**config.mk**
```make
export PLATFORM = sky130hd
export DESIGN_NAME = pw_bn_act
export DESIGN_NICKNAME = d
export VERILOG_FILES = /design/src/rtl/pw_bn_act.sv
export SDC_FILE = /design/constraint.sdc
export NUM_CORES = 2
export LEC_CHECK = 0
export BUFFER_PORTS_ARGS = -buffer_cell sky130_fd_sc_hd__buf_2
export CAP_MARGIN = 20
export CORE_MARGIN = 2
export CORE_UTILIZATION = 40
export CTS_BUF_LIST = sky130_fd_sc_hd__clkbuf_4
export CTS_CLUSTER_SIZE = 28
export DETAILED_ROUTE_END_ITERATION = 7
export HOLD_SLACK_MARGIN = 0.12
export PLACE_DENSITY = 0.52
export SYNTH_ARGS = -nofsm -noshare
export SYNTH_HDL_FRONTEND = slang
export SYNTH_SLANG_ARGS = --single-unit
```
**constraint.sdc**
```tcl
create_clock -name clk -period 28.8 [get_ports clk]
set_input_delay 4.32 -clock clk [delete_from_list [all_inputs] [get_ports clk]]
set_output_delay 4.32 -clock clk [all_outputs]
set_load 0.05 [all_outputs]
```
**src/rtl/pw_bn_act.sv**
```systemverilog
`default_nettype none
// ============================================================================
// Module   : pw_bn_act
// Brief    : Per-channel batch-norm (scale/bias) and activation pipeline for
//            signed Q8.8 convolution results. Three stages: multiply,
//            bias/round/saturate, activation. Includes a drain-then-load
//            configuration FSM for the scale/bias table.
// Revision : 1.0 - initial release
// ============================================================================
module pw_bn_act #(
    parameter int CHANNELS   = 16,
    parameter int DATA_WIDTH = 16,
    parameter int FRAC_BITS  = 8
) (
    input  logic                  clk,
    input  logic                  rst,
    // upstream
    input  logic                  valid_in,
    input  logic [DATA_WIDTH-1:0] data_in,
    input  logic [7:0]            channel_in,
    input  logic [7:0]            row_in,
    input  logic [7:0]            col_in,
    output logic                  ready,
    // downstream
    output logic                  valid_out,
    output logic [DATA_WIDTH-1:0] data_out,
    output logic [7:0]            channel_out,
    output logic [7:0]            row_out,
    output logic [7:0]            col_out,
    input  logic                  ready_in,
    // control / status
    input  logic [1:0]            act_mode,
    output logic                  err_chan,
    // configuration
    input  logic                  cfg_req,
    output logic                  cfg_ack,
    input  logic                  cfg_we,
    input  logic [7:0]            cfg_addr,
    input  logic [15:0]           cfg_scale,
    input  logic [15:0]           cfg_bias
);

    localparam int IDX_W = (CHANNELS > 1) ? $clog2(CHANNELS) : 1;
    localparam int PW    = 2 * DATA_WIDTH;

    localparam logic signed [DATA_WIDTH-1:0] c_ONE_Q   = DATA_WIDTH'(1 << FRAC_BITS);
    localparam logic signed [DATA_WIDTH-1:0] c_THREE_Q = DATA_WIDTH'(3 << FRAC_BITS);
    localparam logic signed [DATA_WIDTH-1:0] c_SIX_Q   = DATA_WIDTH'(6 << FRAC_BITS);
    localparam logic signed [PW-1:0]         c_ROUND   = PW'(1 << (FRAC_BITS - 1));
    localparam logic signed [PW-1:0]         c_MAX_X   = (PW'(1) <<< (DATA_WIDTH - 1)) - PW'(1);
    localparam logic signed [PW-1:0]         c_MIN_X   = -c_MAX_X - PW'(1);
    // 43/256 approximates 1/6 for the hard-swish divide
    localparam logic signed [PW-1:0]         c_HS_K    = PW'(43);

    typedef enum logic [1:0] {
        RUN   = 2'd0,
        DRAIN = 2'd1,
        LOAD  = 2'd2
    } state_t;

    state_t r_state;
    state_t w_state_nxt;

    // Clamp a wide signed value into the sample width
    function automatic logic signed [DATA_WIDTH-1:0] sat_dw(input logic signed [PW-1:0] v);
        logic signed [DATA_WIDTH-1:0] r;
        if (v > c_MAX_X)
            r = c_MAX_X[DATA_WIDTH-1:0];
        else if (v < c_MIN_X)
            r = c_MIN_X[DATA_WIDTH-1:0];
        else
            r = v[DATA_WIDTH-1:0];
        return r;
    endfunction

    // Activation selected by mode; hard-swish is q * clamp(q+3,0,6) / 6
    function automatic logic signed [DATA_WIDTH-1:0] activate(
        input logic signed [DATA_WIDTH-1:0] q,
        input logic [1:0]                   mode
    );
        logic signed [PW-1:0]         qx;
        logic signed [PW-1:0]         t;
        logic signed [PW-1:0]         h;
        logic signed [PW-1:0]         m;
        logic signed [DATA_WIDTH-1:0] y;
        qx = PW'(q);
        t  = qx + PW'(c_THREE_Q);
        if (t[PW-1])
            t = '0;
        else if (t > PW'(c_SIX_Q))
            t = PW'(c_SIX_Q);
        h = (qx * t) >>> FRAC_BITS;
        m = (h * c_HS_K) >>> FRAC_BITS;
        y = q;
        case (mode)
            2'd1: begin
                if (q[DATA_WIDTH-1]) y = '0;
            end
            2'd2: begin
                if (q[DATA_WIDTH-1])  y = '0;
                else if (q > c_SIX_Q) y = c_SIX_Q;
            end
            2'd3:    y = sat_dw(m);
            default: y = q;
        endcase
        return y;
    endfunction

    // ------------------------------------------------------------------
    // Handshake and table lookup
    // ------------------------------------------------------------------
    logic w_en;
    logic w_accept;
    logic w_chan_ok;
    logic w_cfg_wr;
    logic w_pipe_empty;

    logic signed [DATA_WIDTH-1:0] r_scale [CHANNELS];
    logic signed [DATA_WIDTH-1:0] r_bias  [CHANNELS];
    logic signed [DATA_WIDTH-1:0] w_scale_sel;
    logic signed [DATA_WIDTH-1:0] w_bias_sel;
    logic signed [PW-1:0]         w_prod;

    logic                         r_s1_valid;
    logic signed [PW-1:0]         r_s1_p;
    logic signed [DATA_WIDTH-1:0] r_s1_bias;
    logic [7:0]                   r_s1_ch, r_s1_row, r_s1_col;

    logic                         r_s2_valid;
    logic signed [DATA_WIDTH-1:0] r_s2_q;
    logic [7:0]                   r_s2_ch, r_s2_row, r_s2_col;

    logic signed [PW-1:0]         w_sum;
    logic signed [PW-1:0]         w_shift;

    logic                         r_valid_out;
    logic [DATA_WIDTH-1:0]        r_data_out;
    logic [7:0]                   r_ch_out, r_row_out, r_col_out;
    logic                         r_err_chan;

    assign w_en         = !r_valid_out || ready_in;
    assign ready        = w_en && (r_state == RUN);
    assign w_accept     = valid_in && ready;
    assign w_chan_ok    = int'(channel_in) < CHANNELS;
    assign w_cfg_wr     = (r_state == LOAD) && cfg_we && (int'(cfg_addr) < CHANNELS);
    assign w_pipe_empty = !r_s1_valid && !r_s2_valid && !r_valid_out;

    // Unknown channels fall back to identity so the sample still flows
    assign w_scale_sel = w_chan_ok ? r_scale[channel_in[IDX_W-1:0]] : c_ONE_Q;
    assign w_bias_sel  = w_chan_ok ? r_bias[channel_in[IDX_W-1:0]]  : '0;
    assign w_prod      = PW'($signed(data_in)) * PW'(w_scale_sel);

    assign w_sum   = r_s1_p + (PW'(r_s1_bias) <<< FRAC_BITS) + c_ROUND;
    assign w_shift = w_sum >>> FRAC_BITS;

    // Scale/bias table; writes only land while the pipeline is empty in LOAD
    always_ff @(posedge clk) begin
        if (rst) begin
            for (int i = 0; i < CHANNELS; i++) begin
                r_scale[i] <= c_ONE_Q;
                r_bias[i]  <= '0;
            end
        end else if (w_cfg_wr) begin
            r_scale[cfg_addr[IDX_W-1:0]] <= cfg_scale;
            r_bias[cfg_addr[IDX_W-1:0]]  <= cfg_bias;
        end
    end

    // Three-stage datapath, all stages advance together on w_en
    always_ff @(posedge clk) begin
        if (rst) begin
            r_s1_valid  <= 1'b0;
            r_s1_p      <= '0;
            r_s1_bias   <= '0;
            r_s1_ch     <= '0;
            r_s1_row    <= '0;
            r_s1_col    <= '0;
            r_s2_valid  <= 1'b0;
            r_s2_q      <= '0;
            r_s2_ch     <= '0;
            r_s2_row    <= '0;
            r_s2_col    <= '0;
            r_valid_out <= 1'b0;
            r_data_out  <= '0;
            r_ch_out    <= '0;
            r_row_out   <= '0;
            r_col_out   <= '0;
        end else if (w_en) begin
            r_s1_valid <= w_accept;
            if (w_accept) begin
                r_s1_p    <= w_prod;
                r_s1_bias <= w_bias_sel;
                r_s1_ch   <= channel_in;
                r_s1_row  <= row_in;
                r_s1_col  <= col_in;
            end
            r_s2_valid <= r_s1_valid;
            if (r_s1_valid) begin
                r_s2_q   <= sat_dw(w_shift);
                r_s2_ch  <= r_s1_ch;
                r_s2_row <= r_s1_row;
                r_s2_col <= r_s1_col;
            end
            r_valid_out <= r_s2_valid;
            if (r_s2_valid) begin
                r_data_out <= activate(r_s2_q, act_mode);
                r_ch_out   <= r_s2_ch;
                r_row_out  <= r_s2_row;
                r_col_out  <= r_s2_col;
            end
        end
    end

    // Sticky flag for samples tagged with a channel beyond the table
    always_ff @(posedge clk) begin
        if (rst)
            r_err_chan <= 1'b0;
        else if (w_accept && !w_chan_ok)
            r_err_chan <= 1'b1;
    end

    // Configuration FSM state register
    always_ff @(posedge clk) begin
        if (rst)
            r_state <= RUN;
        else
            r_state <= w_state_nxt;
    end

    // Next state: stop intake, wait for an empty pipeline, then allow writes
    always_comb begin
        w_state_nxt = r_state;
        case (r_state)
            RUN: begin
                if (cfg_req) w_state_nxt = DRAIN;
            end
            DRAIN: begin
                if (!cfg_req)         w_state_nxt = RUN;
                else if (w_pipe_empty) w_state_nxt = LOAD;
            end
            LOAD: begin
                if (!cfg_req) w_state_nxt = RUN;
            end
            default: w_state_nxt = RUN;
        endcase
    end

    assign cfg_ack     = (r_state == LOAD);
    assign valid_out   = r_valid_out;
    assign data_out    = r_data_out;
    assign channel_out = r_ch_out;
    assign row_out     = r_row_out;
    assign col_out     = r_col_out;
    assign err_chan    = r_err_chan;

endmodule
`default_nettype wire

```
# Word-level counts from Yosys, hierarchy flattened
# Memory sizes are Yosys's and may differ from the RTL's.
# Cells that the tools add are included.
[op_classes] magnitude_cmp=8 muxes=31 n_eq_ne=8 n_reduce_logical=19 n_mul=3 addsub=3
[ops] op="$mux W16" n=8
[ops] op="$mux W32" n=3
[ops] op="$mux W31" n=2
[ops] op="$pmux W16 S3" n=1
[ops] op="$mux W15" n=3
[ops] op="$add A32 B24 Y32" n=1
[ops] op="$add A32 B9 Y32 const B" n=1
[ops] op="$mul A16 B16 Y32" n=1
[ops] op="$mul A16 B32 Y32" n=1
[ops] op="$reduce_or A16 Y1" n=2
[ops] op="$mul A24 B7 Y31 const B" n=1
[ops] op="$gt A24 B16 Y1 const B" n=1
[ops] op="$lt A24 B16 Y1 const B" n=1
[ops] op="$gt A23 B16 Y1 const B" n=1
[ops] op="$lt A23 B16 Y1 const B" n=1
[ops] op="$add A16 B11 Y17 const B" n=1
[ops] op="$gt A17 B12 Y1 const B" n=1
[ops] op="$gt A16 B12 Y1 const B" n=1
[ops] op="$lt A8 B5 Y1 const B" n=2
[ops] op="$mux W2" n=4
[ops] op="$mux W4" n=2
[ops] op="$logic_and A1 B1 Y1" n=7
[ops] op="$mux W1" n=7
[ops] op="$eq A2 B2 Y1 const B" n=3
[ops] op="9 further kinds" n=16
[word_totals] output_inout_bits=44 ramBits=512 mem_count=2 inputBits=88 regBits=158 word_cells=92
[mem_list] name="r_bias" words=16 width=16 rd=1 rd_clocked_by_memory_dff=0 wr=16 line="119" text="logic signed [DATA_WIDTH-1:0] r_bias [CHANNELS];"
[mem_list] name="r_scale" words=16 width=16 rd=1 rd_clocked_by_memory_dff=0 wr=16 line="118" text="logic signed [DATA_WIDTH-1:0] r_scale [CHANNELS];"

# Logic depth before layout (Yosys ltp)
[logic_depth] ltp_word=13 depth_mapped=54 ltp_nobuf=50

# Least setup slack after synthesis
# No wires, ideal clock.
[synth_timing] path_kind="reg2reg" start="register r_s2_q[8]" end="register r_data_out[13], in the netlist data_out[13]" n_path_buf=4 path_stages_with_launch=50 slack_ns=16.268 arrival_ns=12.444 setup_time_ns=0.088 required_ns=28.712 period_less_slack_ns=12.532 path_cell_list="dfxtp_1 -> inv_1 -> clkbuf_1 -> ha_1 -> nand4b_1 -> o31a_1 -> nor3_1 -> nor2b_1 -> clkbuf_1 -> clkbuf_1 -> and3_1 -> inv_1 -> fa_1 -> inv_1 -> fa_1 -> ha_1 -> fa_1 -> inv_1 -> [14 not listed] -> xor2_1 -> ha_1 -> ha_1 -> fa_1 -> fa_1 -> ha_1 -> a21o_1 -> a221oi_1 -> a31oi_1 -> o211ai_1 -> a21boi_1 -> o211ai_4 -> o2111a_1 -> or2_4 -> nor4_4 -> buf_6 -> o21ai_1 -> a311oi_2"
[synth_via] elab_chain_cells=13 word_cells_on_any_way=17 cone_classes="1 x add/sub; 2 x mul; 4 x order compare; 10 x mux"
[synth_rtl] element="start, declared" line="130" text="logic signed [DATA_WIDTH-1:0] r_s2_q;"
[synth_rtl] element="start signal, assigned" line="199" text="r_s2_q <= sat_dw(w_shift);"
[synth_rtl] element="$add A16 B11 Y17" line="87" text="t = qx + PW'(c_THREE_Q);"
[synth_rtl] element="$gt A17 B12 Y1" line="90" text="else if (t > PW'(c_SIX_Q))"
[synth_rtl] element="$mux W31" line="90"
[synth_rtl] element="$mux W31" line="88" text="if (t[PW-1])"
[synth_rtl] element="$mux W32" line="205" text="if (r_s2_valid) begin"
[synth_rtl] element="$mux W32" line="188" text="end else if (w_en) begin"
[synth_rtl] element="$mux W32" line="171" text="if (rst) begin"
[synth_rtl] element="$mul A16 B32 Y32" line="92" text="h = (qx * t) >>> FRAC_BITS;"
[synth_rtl] element="$mul A24 B7 Y31" line="93" text="m = (h * c_HS_K) >>> FRAC_BITS;"
[synth_rtl] element="$lt A23 B16 Y1" line="69" text="else if (v < c_MIN_X)"
[synth_rtl] element="$mux W16" line="69"
[synth_rtl] element="$mux W16" line="67" text="if (v > c_MAX_X)"
[synth_rtl] element="$pmux W16 S3 (*)" line="95" text="case (mode)"
[synth_rtl] element="end signal, assigned" line="206" text="r_data_out <= activate(r_s2_q, act_mode);"
[synth_rtl] element="end, declared" line="137" text="logic [DATA_WIDTH-1:0] r_data_out;"
# Every way passes the cells marked *; elsewhere a longest branch is shown, timed or not. The select of a mux whose other input is x is not followed.
# A chain may end at the register's enable or synchronous reset.

# Worst setup path after layout
[layout_timing] start="register r_s2_q[8]" end="register r_data_out[11], in the netlist data_out[11]"
# The elaborated chain is that of the path after synthesis.

==> results.ini <==
[outcome]
status = completed

[global_routing]
grt_first_pass_wirelength_um = 218000
grt-ovfl-total = 0
grt_pass1_vias = 35770
antenna_found_initial = 19
grt_usage_pct = 22.2
grt_max_degree = 90

[synthesis]
synth_compound_area_share_pct = 6.20
ys_top_cells_by_count = 619 x and2_1, 589 x inv_1, 512 x edfxtp_1
synth_xor_area_share_pct = 1.69
seq_area_frac_synth_pct = 36.3
synth.distinct_cells = 86
synth-main-ff-cell = edfxtp_1
syn-instance-count = 4562
synth_area_leader_cell = edfxtp_1
yosysMostFrequentCell = and2_1
syn_area_sq_um = 50700
yosys-mux-area-fraction_pct = 6.64
synthTopCellsByArea = edfxtp_1 30%, fa_1 20%, and2_1 7.6%
async_reset_ff_share_pct = 0
yosysTopAreaCellShare_pct = 30.3
synth-adder-area-share_pct = 26.9
synth_top_family_by_area = adder cells
synth_edf_count = 512
ys_seq_elements = 663
syn_avg_cell_area_sq_um = 11.1
ys_warn_count = 0
synthSimpleGateAreaFrac_pct = 15.9

[floorplan]
io_pins = 132
core.rowCount = 130
start_util_pct = 40.4
coreArea_sq_um = 126000
die_y_um = 360
die_area_sq_um = 130000
die_w_um = 360

[routing]
via_per_inst = 5.14
route.detailed.drc = 0
drt-pass1-iter-count = 7
antenna_left = 0
wl_per_cell_um = 21.5
vias = 33550
drtIter0Drc = 2096
totalWireLength_um = 141000

[critical_path]
path_class = reg2reg
critPathMaxStageDelay_ns = 0.73
cp_slowest_cell = dfxtp_1
path_common_cell = fa_1
startpoint_type = register
crit_arrival_ns = 16.12
cp.required_ns = 29.69
end_kind = register
crit_path_max_fanout = 44

[timing]
fin_setup_tns_ns = 0
drv_slew = 0
slew_headroom_pct = 33.6
period_minus_slack_ns = 15.22
hold_viol_final = 0
rsz0062_at_grt = no
worstMarginPinSlew_ns = 0.990
max_freq_mhz = 65.7
skew_ns = 0.0882
post-route-period-util_pct = 52.9
fin_ws_ns = 13.58
setup_viol = 0

[placement]
io_buffers = 131
hpwl_um = 93900
gp_congestion = 0.836
preCtsSetupSlack_ns = 13.74

[clock_network]
htree_levels = 4
cts_hold_buf = 0
cts_buffers = 177
clkTransAtPathRegs_ns = 0.06
clockBufferDepth = 3
post_cts_resized = 0
clock_latency_ns = 1.08
cts_tree = done
postCtsSetupBuffers = 0
cts_sinks = 663
clockRootBuffer = clkbuf_4

[final_layout]
area_delta_synth_final_pct = 9.68
nNetsFinal = 5630
drive_above_1_share_pct = 14.7

[min_path]
hold_path.class = reg2reg

[job]
drv.max_cap_violation_count = 0

==> layer usage <==
metal / part of all wire [%] / vias up / global-route usage (%)
li1: - / 15560 / -
met1: 45 / 16989 / 29.6
met2: 48 / 772 / 37.2
met3: 4.8 / 209 / 3.82
met4: 2.2 / 20 / 5.95
met5: 0.092 / - / 0
==> registers in the layout (all words and copies together), names as in the netlist, 2 cells and up <==
register,flops
col_out,8
r_s2_q,16
r_scale,256
r_s1_col,8
r_s1_bias,16
r_bias,256
data_out,16
row_out,8
r_s1_row,8
r_s1_ch,8
r_s2_ch,8
r_state,2
r_s2_row,8
r_s2_col,8
r_s1_p,25
channel_out,8
==> path summary, 6_finish.rpt <==
| kind | from | to | slack, ns | depth (start not counted) |
|---|---|---|---|---|
| setup / recovery | r_s2_q[8]$_SDFFE_PP0P_ | data_out[11]$_SDFFE_PP0P_ | 13.58 | 46 |
| hold / removal | r_s1_ch[7]$_SDFFE_PP0P_ | r_s2_ch[7]$_SDFFE_PP0P_ | 0.44 | 2 |
| setup reg to reg | r_s2_q[8]$_SDFFE_PP0P_ | data_out[11]$_SDFFE_PP0P_ | 13.58 | 46 |
| hold reg to reg | r_s1_ch[7]$_SDFFE_PP0P_ | r_s2_ch[7]$_SDFFE_PP0P_ | 0.44 | 2 |
==> stage by stage <==
step	util, %	instances	hold WS (ns)	cell area [sq um]
4_1_cts	44.2	6526	0.441	55600
6_report	44.3	6532	0.444	55700
5_1_grt	44.3	6531	0.467	55700
3_5_place_dp	42.4	6219	0.442	53300
3_3_place_gp	42.4	6219	0.437	53300
2_1_floorplan	-	4636	0.424	51000
==> worst max-delay path: cells and delay by family, from the launching register on <==
kind	cells	cell delay [ns]
xor+xnor	2	0.76
buf+inv	5	1.00
fa+ha+maj	13	5.19
simple gates	9	2.57
compound gates	17	4.79
flops	1	0.73
==> cell usage in the layout (no fill, tap or decap), types with 10 or more instances in the layout <==
cell type | Yosys | layout
nand4_1 | 12 | 12
o211ai_1 | 12 | 12
xnor2_1 | 67 | 67
edfxtp_1 | 512 | 512
and3_1 | 76 | 76
or3_1 | 21 | 21
a21oi_1 | 180 | 180
nor2_1 | 155 | 143
clkinv_1 | 0 | 19
nand2b_1 | 20 | 20
conb_1 | 2 | 76
o21ai_1 | 12 | 12
a22oi_1 | 19 | 19
a21o_1 | 41 | 41
xor2_1 | 27 | 27
or2_2 | 33 | 33
ha_1 | 293 | 293
and2_1 | 619 | 616
o21a_1 | 15 | 15
dfxtp_1 | 151 | 151
buf_4 | 4 | 68
clkbuf_4 | 0 | 270
o21ai_0 | 49 | 49
fa_1 | 499 | 499
nand3_1 | 26 | 26
inv_1 | 589 | 589
nor2b_1 | 53 | 52
a211oi_1 | 44 | 44
mux2i_1 | 17 | 17
a311oi_2 | 10 | 10
mux4_2 | 142 | 142
nor3_1 | 29 | 24
nand2_1 | 451 | 450
buf_2 | 17 | 127
==> cell families after synthesis <==
group	after synthesis
buf+inv	853
flops	663
xor+xnor	96
fa+ha+maj	792
simple gates	1530
compound gates	467
mux	159
other cells	2
==> layout make-up <==
class | instances | area (sq um)
flip-flops and latches | 663 | 18400
repair buffers | 198 | 1200
multi-input cells | 3120 | 29500
clock inverters | 37 | 267
clock buffers | 270 | 2030
diodes | 4 | 10.0
fillers | 11971 | 70100
inverters | 590 | 2210
well taps | 1650 | 2060
Power is not shown: default switching activity piles up to over one toggle a cycle in this logic, so the estimate is an artifact.
